File: config.mk
export PLATFORM = sky130hd
export DESIGN_NAME = dcache_replay_pipe_flat
export DESIGN_NICKNAME = d
export VERILOG_FILES = /design/src/rtl/dcache_replay_pipe_if.sv /design/src/rtl/dcache_replay_pipe.sv /design/src/flat_wrapper.sv
export SDC_FILE = /design/constraint.sdc
export NUM_CORES = 1
export LEC_CHECK = 0
export CAP_MARGIN = 20
export CORE_MARGIN = 2
export CORE_UTILIZATION = 40
export DETAILED_ROUTE_END_ITERATION = 8
export PLACE_DENSITY = 0.71
export SETUP_SLACK_MARGIN = 0.3
export SYNTH_ARGS = -nofsm -noshare
export SYNTH_HDL_FRONTEND = slang
export SYNTH_SLANG_ARGS = --single-unit
File: constraint.sdc
create_clock -name clock -period 7.18 [get_ports clock]
set_input_delay 1.436 -clock clock [delete_from_list [all_inputs] [get_ports clock]]
set_output_delay 1.436 -clock clock [all_outputs]
set_load 0.1 [all_outputs]
File: src/rtl/dcache_replay_pipe_if.sv
// Bundle for dcache_replay_pipe: everything except clock and reset.
//   kill controls : io_flush, br_resolve_mask, br_mispredict_mask
//   request in    : in_valid/in_ready, in_addr, in_br_mask, in_uses_ldq, in_rob_idx
//   tag read      : meta_req_valid/meta_req_ready, meta_req_idx, meta_resp_tag, meta_resp_vld
//   result out    : out_valid/out_ready, out_addr, out_br_mask, out_uses_ldq, out_rob_idx, out_hit
//   status        : kill_count
// slave is the pipe itself; master is whoever drives it (queue, tag array, replay logic).
interface dcache_replay_pipe_if #(
  parameter int unsigned ADDR_W = 40,
  parameter int unsigned BR_W   = 16,
  parameter int unsigned OFF_W  = 6,
  parameter int unsigned IDX_W  = 6,
  parameter int unsigned TAG_W  = ADDR_W - OFF_W - IDX_W
);
  logic              io_flush;
  logic [BR_W-1:0]   br_resolve_mask;
  logic [BR_W-1:0]   br_mispredict_mask;

  logic              in_valid;
  logic              in_ready;
  logic [ADDR_W-1:0] in_addr;
  logic [BR_W-1:0]   in_br_mask;
  logic              in_uses_ldq;
  logic [6:0]        in_rob_idx;

  logic              meta_req_valid;
  logic              meta_req_ready;
  logic [IDX_W-1:0]  meta_req_idx;
  logic [TAG_W-1:0]  meta_resp_tag;
  logic              meta_resp_vld;

  logic              out_valid;
  logic              out_ready;
  logic [ADDR_W-1:0] out_addr;
  logic [BR_W-1:0]   out_br_mask;
  logic              out_uses_ldq;
  logic [6:0]        out_rob_idx;
  logic              out_hit;

  logic [7:0]        kill_count;

  modport slave (
    input  io_flush, br_resolve_mask, br_mispredict_mask,
    input  in_valid, in_addr, in_br_mask, in_uses_ldq, in_rob_idx,
    output in_ready,
    output meta_req_valid, meta_req_idx,
    input  meta_req_ready, meta_resp_tag, meta_resp_vld,
    output out_valid, out_addr, out_br_mask, out_uses_ldq, out_rob_idx, out_hit,
    input  out_ready,
    output kill_count
  );

  modport master (
    output io_flush, br_resolve_mask, br_mispredict_mask,
    output in_valid, in_addr, in_br_mask, in_uses_ldq, in_rob_idx,
    input  in_ready,
    input  meta_req_valid, meta_req_idx,
    output meta_req_ready, meta_resp_tag, meta_resp_vld,
    input  out_valid, out_addr, out_br_mask, out_uses_ldq, out_rob_idx, out_hit,
    output out_ready,
    input  kill_count
  );
endinterface

File: src/rtl/dcache_replay_pipe.sv
// Two-stage branch-kill-aware pipe behind the dcache request queue.
//   S1 holds a dequeued request and issues the tag-array read; S2 compares the returned
//   tag (one cycle later) and presents the hit/miss-tagged request downstream.
// Ports:
//   clock  : rising-edge clock
//   reset  : asynchronous, active-low
//   bus    : dcache_replay_pipe_if.slave (request, tag read, result, kill controls, kill_count)
module dcache_replay_pipe #(
  parameter int unsigned ADDR_W = 40,
  parameter int unsigned BR_W   = 16,
  parameter int unsigned OFF_W  = 6,
  parameter int unsigned IDX_W  = 6,
  parameter int unsigned TAG_W  = ADDR_W - OFF_W - IDX_W
) (
  input logic                 clock,
  input logic                 reset,
  dcache_replay_pipe_if.slave bus
);

  // State
  logic              r_s1_valid;
  logic [ADDR_W-1:0] r_s1_addr;
  logic [BR_W-1:0]   r_s1_mask;
  logic              r_s1_ldq;
  logic [6:0]        r_s1_rob;

  logic              r_s2_valid;
  logic [ADDR_W-1:0] r_s2_addr;
  logic [BR_W-1:0]   r_s2_mask;
  logic              r_s2_ldq;
  logic [6:0]        r_s2_rob;
  logic              r_s2_fresh;
  logic              r_s2_hit;

  logic [7:0]        r_kill_count;

  // Next-state
  logic              w_s1_valid_d;
  logic [ADDR_W-1:0] w_s1_addr_d;
  logic [BR_W-1:0]   w_s1_mask_d;
  logic              w_s1_ldq_d;
  logic [6:0]        w_s1_rob_d;
  logic              w_s2_valid_d;
  logic [ADDR_W-1:0] w_s2_addr_d;
  logic [BR_W-1:0]   w_s2_mask_d;
  logic              w_s2_ldq_d;
  logic [6:0]        w_s2_rob_d;
  logic              w_s2_fresh_d;
  logic              w_s2_hit_d;
  logic [7:0]        w_kill_count_d;

  // Combinational control
  logic       w_in_kill, w_s1_kill, w_s2_kill;
  logic       w_s1_live, w_s2_live;
  logic       w_in_fire, w_in_load;
  logic       w_s2_free, w_meta_fire, w_out_fire;
  logic       w_hit_now;
  logic [1:0] w_kill_inc;
  logic [8:0] w_kill_sum;

  always_comb begin
    w_in_kill = ((bus.in_br_mask & bus.br_mispredict_mask) != '0) ||
                (bus.io_flush && bus.in_uses_ldq);
    w_s1_kill = r_s1_valid && (((r_s1_mask & bus.br_mispredict_mask) != '0) ||
                               (bus.io_flush && r_s1_ldq));
    w_s2_kill = r_s2_valid && (((r_s2_mask & bus.br_mispredict_mask) != '0) ||
                               (bus.io_flush && r_s2_ldq));
    w_s1_live = r_s1_valid && !w_s1_kill;
    w_s2_live = r_s2_valid && !w_s2_kill;

    w_out_fire  = w_s2_live && bus.out_ready;
    w_s2_free   = !w_s2_live || w_out_fire;
    w_meta_fire = w_s1_live && w_s2_free && bus.meta_req_ready;

    w_in_fire = bus.in_valid && (!w_s1_live || w_meta_fire);
    // A request that arrives already killed is counted but never occupies S1.
    w_in_load = w_in_fire && !w_in_kill;

    w_hit_now = bus.meta_resp_vld &&
                (bus.meta_resp_tag == r_s2_addr[ADDR_W-1:OFF_W+IDX_W]);

    w_kill_inc = 2'(w_in_fire && w_in_kill) + 2'(w_s1_kill) + 2'(w_s2_kill);
    w_kill_sum = {1'b0, r_kill_count} + {7'b0, w_kill_inc};
  end

  // Outputs
  always_comb begin
    bus.in_ready       = !w_s1_live || w_meta_fire;
    bus.meta_req_valid = w_s1_live && w_s2_free;
    bus.meta_req_idx   = r_s1_addr[OFF_W+IDX_W-1:OFF_W];
    bus.out_valid      = w_s2_live;
    bus.out_addr       = r_s2_addr;
    bus.out_br_mask    = r_s2_mask & ~bus.br_resolve_mask;
    bus.out_uses_ldq   = r_s2_ldq;
    bus.out_rob_idx    = r_s2_rob;
    // The tag response is only meaningful on the cycle right after the read fired.
    bus.out_hit        = r_s2_fresh ? w_hit_now : r_s2_hit;
    bus.kill_count     = r_kill_count;
  end

  // Next-state
  always_comb begin
    w_s1_valid_d = w_in_load || (w_s1_live && !w_meta_fire);
    w_s1_addr_d  = r_s1_addr;
    w_s1_mask_d  = r_s1_mask & ~bus.br_resolve_mask;
    w_s1_ldq_d   = r_s1_ldq;
    w_s1_rob_d   = r_s1_rob;
    if (w_in_load) begin
      w_s1_addr_d = bus.in_addr;
      w_s1_mask_d = bus.in_br_mask & ~bus.br_resolve_mask;
      w_s1_ldq_d  = bus.in_uses_ldq;
      w_s1_rob_d  = bus.in_rob_idx;
    end

    w_s2_valid_d = w_meta_fire || (w_s2_live && !w_out_fire);
    w_s2_addr_d  = r_s2_addr;
    w_s2_mask_d  = r_s2_mask & ~bus.br_resolve_mask;
    w_s2_ldq_d   = r_s2_ldq;
    w_s2_rob_d   = r_s2_rob;
    w_s2_fresh_d = 1'b0;
    w_s2_hit_d   = r_s2_fresh ? w_hit_now : r_s2_hit;
    if (w_meta_fire) begin
      w_s2_addr_d  = r_s1_addr;
      w_s2_mask_d  = r_s1_mask & ~bus.br_resolve_mask;
      w_s2_ldq_d   = r_s1_ldq;
      w_s2_rob_d   = r_s1_rob;
      w_s2_fresh_d = 1'b1;
    end

    w_kill_count_d = w_kill_sum[8] ? 8'hFF : w_kill_sum[7:0];
  end

  always_ff @(posedge clock or negedge reset) begin
    if (!reset) begin
      r_s1_valid   <= 1'b0;
      r_s1_addr    <= '0;
      r_s1_mask    <= '0;
      r_s1_ldq     <= 1'b0;
      r_s1_rob     <= '0;
      r_s2_valid   <= 1'b0;
      r_s2_addr    <= '0;
      r_s2_mask    <= '0;
      r_s2_ldq     <= 1'b0;
      r_s2_rob     <= '0;
      r_s2_fresh   <= 1'b0;
      r_s2_hit     <= 1'b0;
      r_kill_count <= '0;
    end else begin
      r_s1_valid   <= w_s1_valid_d;
      r_s1_addr    <= w_s1_addr_d;
      r_s1_mask    <= w_s1_mask_d;
      r_s1_ldq     <= w_s1_ldq_d;
      r_s1_rob     <= w_s1_rob_d;
      r_s2_valid   <= w_s2_valid_d;
      r_s2_addr    <= w_s2_addr_d;
      r_s2_mask    <= w_s2_mask_d;
      r_s2_ldq     <= w_s2_ldq_d;
      r_s2_rob     <= w_s2_rob_d;
      r_s2_fresh   <= w_s2_fresh_d;
      r_s2_hit     <= w_s2_hit_d;
      r_kill_count <= w_kill_count_d;
    end
  end

endmodule

File: src/flat_wrapper.sv
// flat-port wrapper written by rule: the top's interface ports become plain ports
module dcache_replay_pipe_flat 
#(
  parameter int unsigned ADDR_W = 40,
  parameter int unsigned BR_W   = 16,
  parameter int unsigned OFF_W  = 6,
  parameter int unsigned IDX_W  = 6,
  parameter int unsigned TAG_W  = ADDR_W - OFF_W - IDX_W
)
  (clock, reset, bus_io_flush, bus_br_resolve_mask, bus_br_mispredict_mask, bus_in_valid, bus_in_addr, bus_in_br_mask, bus_in_uses_ldq, bus_in_rob_idx, bus_in_ready, bus_meta_req_valid, bus_meta_req_idx, bus_meta_req_ready, bus_meta_resp_tag, bus_meta_resp_vld, bus_out_valid, bus_out_addr, bus_out_br_mask, bus_out_uses_ldq, bus_out_rob_idx, bus_out_hit, bus_out_ready, bus_kill_count);
  dcache_replay_pipe_if #(.ADDR_W(ADDR_W), .BR_W(BR_W), .OFF_W(OFF_W), .IDX_W(IDX_W), .TAG_W(TAG_W)) bus_i ();
  input logic clock;
  input logic reset;
  input wire logic [$bits(bus_i.io_flush)-1:0] bus_io_flush;
  input wire logic [$bits(bus_i.br_resolve_mask)-1:0] bus_br_resolve_mask;
  input wire logic [$bits(bus_i.br_mispredict_mask)-1:0] bus_br_mispredict_mask;
  input wire logic [$bits(bus_i.in_valid)-1:0] bus_in_valid;
  input wire logic [$bits(bus_i.in_addr)-1:0] bus_in_addr;
  input wire logic [$bits(bus_i.in_br_mask)-1:0] bus_in_br_mask;
  input wire logic [$bits(bus_i.in_uses_ldq)-1:0] bus_in_uses_ldq;
  input wire logic [$bits(bus_i.in_rob_idx)-1:0] bus_in_rob_idx;
  output wire logic [$bits(bus_i.in_ready)-1:0] bus_in_ready;
  output wire logic [$bits(bus_i.meta_req_valid)-1:0] bus_meta_req_valid;
  output wire logic [$bits(bus_i.meta_req_idx)-1:0] bus_meta_req_idx;
  input wire logic [$bits(bus_i.meta_req_ready)-1:0] bus_meta_req_ready;
  input wire logic [$bits(bus_i.meta_resp_tag)-1:0] bus_meta_resp_tag;
  input wire logic [$bits(bus_i.meta_resp_vld)-1:0] bus_meta_resp_vld;
  output wire logic [$bits(bus_i.out_valid)-1:0] bus_out_valid;
  output wire logic [$bits(bus_i.out_addr)-1:0] bus_out_addr;
  output wire logic [$bits(bus_i.out_br_mask)-1:0] bus_out_br_mask;
  output wire logic [$bits(bus_i.out_uses_ldq)-1:0] bus_out_uses_ldq;
  output wire logic [$bits(bus_i.out_rob_idx)-1:0] bus_out_rob_idx;
  output wire logic [$bits(bus_i.out_hit)-1:0] bus_out_hit;
  input wire logic [$bits(bus_i.out_ready)-1:0] bus_out_ready;
  output wire logic [$bits(bus_i.kill_count)-1:0] bus_kill_count;
  assign bus_i.io_flush = bus_io_flush;
  assign bus_i.br_resolve_mask = bus_br_resolve_mask;
  assign bus_i.br_mispredict_mask = bus_br_mispredict_mask;
  assign bus_i.in_valid = bus_in_valid;
  assign bus_i.in_addr = bus_in_addr;
  assign bus_i.in_br_mask = bus_in_br_mask;
  assign bus_i.in_uses_ldq = bus_in_uses_ldq;
  assign bus_i.in_rob_idx = bus_in_rob_idx;
  assign bus_in_ready = bus_i.in_ready;
  assign bus_meta_req_valid = bus_i.meta_req_valid;
  assign bus_meta_req_idx = bus_i.meta_req_idx;
  assign bus_i.meta_req_ready = bus_meta_req_ready;
  assign bus_i.meta_resp_tag = bus_meta_resp_tag;
  assign bus_i.meta_resp_vld = bus_meta_resp_vld;
  assign bus_out_valid = bus_i.out_valid;
  assign bus_out_addr = bus_i.out_addr;
  assign bus_out_br_mask = bus_i.out_br_mask;
  assign bus_out_uses_ldq = bus_i.out_uses_ldq;
  assign bus_out_rob_idx = bus_i.out_rob_idx;
  assign bus_out_hit = bus_i.out_hit;
  assign bus_i.out_ready = bus_out_ready;
  assign bus_kill_count = bus_i.kill_count;
  dcache_replay_pipe #(.ADDR_W(ADDR_W), .BR_W(BR_W), .OFF_W(OFF_W), .IDX_W(IDX_W), .TAG_W(TAG_W)) u_core (.clock(clock), .reset(reset), .bus(bus_i));
endmodule
==> results.txt <==
* Result of the run: finished, final reports clean
- Setup total negative slack on the finished layout was measured at 0 ns.
- Max incr delay on CP: between 1 and 1.5 ns
- Total via count after detailed routing: ~4700
- Period utilisation layout: 0.830
- The floorplan step defined a die boundary enclosing 17200 µm².
- TritonCTS built the clock tree.
* Number of endpoints failing setup at the final stage: 0
- Number of synthesized register bits: between 100 and 150
* Area of the core region: 15900 µm²
- Internal power comes to 1560 µW.
* Share of synthesized area occupied by flip-flops and latches: 0.541
- Worst relative slew slack: 0.314
- After detailed routing, the number of remaining DRC violations is 0.
- Clock-pin slew was measured on the worst setup and hold paths at about 0.06 ns.
- Post-route antenna net violation count: 0
* Routability Congestion: between 0.9 and 1
- The share of total power dissipated in sequential elements is 0.398.
- At the later pin of the worst-skew pair, clock insertion delay measures around 0.41 ns.
- Clock root buffer: sky130_fd_sc_hd__clkbuf_16
* Buf/Inv on CP: 2
* Number of pins exceeding their max-slew limit in the final report: 0
- Clock power share: 0.379
* Via count of the first global-routing pass: 5183
* Post-CTS setup-driven buffer insertion count: 0
- Across all hold checks on the routed design, the worst slack comes to approximately 0.5 ns.
- Length of the first detailed-routing pass in iterations: 4
* Critical path's top delay family: buffers and inverters
- The number of antenna diodes in the final layout is 0.
* Multi-input combinational cell area: between 2000 and 3000 µm²
- After synthesis, the mean cell area works out to approximately 14 µm².
- Worst Tran Pin Value: 1.03 ns
- At the worst endpoint, the arrival time is ~4.5 ns.
- The worst path needs slightly below 6 ns of the cycle, external delays included.
* MaxCap Viol Count: 0
- Die Ht: roughly 130 µm
- Fraction of layout instances using a drive strength above 1: 0.191
- Fill cells in the final layout number 1304.
- The first global-routing pass estimated 27.6 mm of wire.
- Setup repair after global routing left no endpoint under its margin.
* Post-route clock skew: between 0.007 and 0.008 ns
* Switching power share of the total: 0.305
- Counting stages on the worst path, the most repeated cell is sky130_fd_sc_hd__clkdlybuf4s50_1.
- The floorplan step set the die width to 131 µm.
* Post-synthesis cell area: between 6000 and 7000 µm²
* Most area-hungry cell type in the Yosys netlist: sky130_fd_sc_hd__dfrtp_1
* Distinct cell type count of the synthesized netlist: 39
* Clock Tree Buf Depth: 2
* Overflow after GRT: 0
- Crit path max fanout: 8
- The number of hold buffers added after CTS was 0.
* Global-route usage over all layers: 0.203
- Critical path class: in -> out
* Routed via count divided by cell count: 5.13
- The number of hold-slack violations in the final timing report was 0.
- Net Switching: between 600 and 700 µW
* Slowest cell on the critical path: sky130_fd_sc_hd__clkdlybuf4s50_1
- Endpoint class of the critical path: output pin
- Placement Rows: 46
- Final wirelength: 16.9 mm
* Number of buffers added by the clock tree synthesis step: 17
- Counting every instance in the synthesized netlist gives around 470.
- Entering global routing, the biggest net connects between 80 and 90 pins.
* Worst-path cell chain: clkdlybuf4s50_1 -> a22oi_1 -> nand2_1 -> nor4_1 -> nand3_1 -> nor2b_1 -> clkdlybuf4s50_1
* Area delta synth->final: 44.7%
* Synth Net Count: roughly 610
- DR iter-0 viols: 296
- Port buffer count: around 210
* Combinational power share: 0.223
- Cell total after placement: about 890
- Ranking of synthesized cells by area: sky130_fd_sc_hd__dfrtp_1, sky130_fd_sc_hd__mux2_4, sky130_fd_sc_hd__mux2_2
- In the final routed layout, each cell accounts on average for 18.4 µm.
* Total leakage power: 0.00411 µW
- Summing all flip-flop and latch instances after layout gives ~3500 µm².
* Half-perimeter wire length after detailed placement: between 10 and 15 mm
- The number of antenna violations at the first check in global routing came to 0.
- The H-tree generated during clock tree synthesis spans 4 levels.
- CTS-repair resized insts: 0
* Share of the synthesized area in the top cell type: 0.541
* Initial Utilization: 0.408
- Final layout net count: a little over 800
- During I/O placement, the number of pins put on the boundary was about 210.
- In this run the worst hold path is classified as reg -> reg.
* Max rail drop VDD: 0.357 mV
* Post-layout instance count excluding filler cells: just over 900
- Ratio of total power to cell area: about 240 nW/µm²
- CP Data Required Time: between 5 and 6 ns
- Yosys printed 0 warnings.
- Maximum clock frequency: ~170 MHz
- Clk sink count: 140
- Crit path launch type: primary input
==> layer usage <==
layer  global-route usage  vias to the layer above  routed length, µm  part of all wire
li1                     -                     2111                  -                 -
met1                0.255                     2362               7250              0.43
met2                0.335                      200               8170              0.48
met3               0.0517                       37               1050             0.062
met4               0.0851                        0                462             0.027
met5                    0                        -                  0                 0
==> layout by cell type, fill, tap and decap left out, types with 3 or more instances in the layout <==
cell	Yosys	layout
sky130_fd_sc_hd__clkdlybuf4s50_1	0	211
sky130_fd_sc_hd__nand3_1	8	8
sky130_fd_sc_hd__mux2_2	49	49
sky130_fd_sc_hd__a222oi_1	3	3
sky130_fd_sc_hd__inv_1	5	5
sky130_fd_sc_hd__mux2_1	3	3
sky130_fd_sc_hd__buf_4	6	4
sky130_fd_sc_hd__a22oi_1	15	15
sky130_fd_sc_hd__clkbuf_16	0	17
sky130_fd_sc_hd__clkinv_2	0	4
sky130_fd_sc_hd__nor2b_1	18	18
sky130_fd_sc_hd__o31ai_1	3	3
sky130_fd_sc_hd__xor2_1	14	14
sky130_fd_sc_hd__nor2_1	16	16
sky130_fd_sc_hd__o21ai_0	5	5
sky130_fd_sc_hd__a22o_1	4	4
sky130_fd_sc_hd__xnor2_1	18	18
sky130_fd_sc_hd__clkinvlp_4	0	3
sky130_fd_sc_hd__dfrtp_1	140	140
sky130_fd_sc_hd__mux2i_1	29	29
sky130_fd_sc_hd__nand4_1	7	7
sky130_fd_sc_hd__nand2b_1	35	35
sky130_fd_sc_hd__nand2_1	10	10
sky130_fd_sc_hd__a21oi_1	3	3
sky130_fd_sc_hd__mux2_4	44	44
sky130_fd_sc_hd__nor4_1	5	5
==> final timing paths <==
check | startpoint | to | slack [ns] | cells after the start
worst max-delay path | bus_br_mispredict_mask[12] | bus_meta_req_valid | 1.22 | 7
worst min-delay path | u_core.bus.out_rob_idx[4] | u_core.bus.out_rob_idx[4] | 0.50 | 1
worst max register to register | u_core.r_s1_mask[7] | u_core.bus.kill_count[3] | 3.83 | 10
worst min register to register | u_core.bus.out_rob_idx[4] | u_core.bus.out_rob_idx[4] | 0.50 | 1
max in group asynchronous | reset | u_core.r_s1_addr[39] | 5.17 | 3
min in group asynchronous | reset | u_core.bus.out_addr[30] | 0.98 | 1
==> cell type report <==
cell class | instances | share of cell area
inverter | 5 | 0.00200
tap | 216 | 0.0288
clock buffer | 20 | 0.0487
multi-input combinational | 309 | 0.301
clock inverter | 11 | 0.0128
timing repair buffer | 217 | 0.233
sequential | 140 | 0.374
==> synthesized netlist by cell type (all sizes together) <==
cell type,n
and4,1
a21o,1
a222oi,3
or4,1
inv,5
ha,2
nor2,16
o21ai,5
a21oi,3
or3,1
and3,2
dfrtp,140
nand2b,35
buf,19
nand2,10
fa,2
xnor2,18
and3b,1
nand4,8
nand3,8
mux2i,29
o31ai,3
nor3,1
a221oi,2
mux2,96
o41ai,1
or2,1
nor2b,18
a22o,4
xor2,14
a22oi,15
and2,2
nor4,6
==> power groups by stage <==
| stage | logic, µW | clock network, µW | registers (µW) |
|---|---|---|---|
| after CTS | 504 | 873 | 895 |
| after global placement | 495 | 0 | 905 |
| after floorplan | 151 | 0 | 1070 |
| final | 503 | 853 | 896 |
| after detailed placement | 501 | 0 | 908 |
| after global routing | 529 | 907 | 905 |
==> metrics by stage <==
| step | power (µW) | instance area [µm²] | utilization | worst slack, ns |
|---|---|---|---|---|
| after floorplan | 1220 | 6480 | - | 1.99 |
| after global placement | 1400 | 8770 | 0.552 | 1.27 |
| after detailed placement | 1410 | 8770 | 0.552 | 1.29 |
| after CTS | 2270 | 9350 | 0.588 | 1.27 |
| after global routing | 2340 | 9380 | 0.590 | 1.09 |
| final | 2250 | 9380 | 0.590 | 1.22 |
==> registers in the layout, summed over array words and instances (netlist names), 7 cells and up <==
name,cells
u_core.bus.out_rob_idx,7
u_core.bus.kill_count,8
u_core.r_s2_mask,16
u_core.r_s1_mask,16
u_core.bus.out_addr,40
u_core.r_s1_rob,7
u_core.r_s1_addr,40
==> kinds of logic after synthesis <==
logic type | after synthesis | share of synthesized area
xor gates and xnor gates | 32 | 0.0432
adders and majority gates | 4 | 0.0100
AOI/OAI and AO/OA | 37 | 0.0452
and+or+nand+nor | 111 | 0.0983
muxes | 125 | 0.237
buffers and inverters | 24 | 0.0257
DFF | 140 | 0.541
==> worst reg2reg max path, delay by kind of cell, from the launching register on <==
kind            cells  cell delay, ns
fa+ha+maj           3            1.20
simple gates        5            1.18
compound gates      2            0.42
flops               1            0.41
No activity file was read; power rests on OpenSTA's default activity.
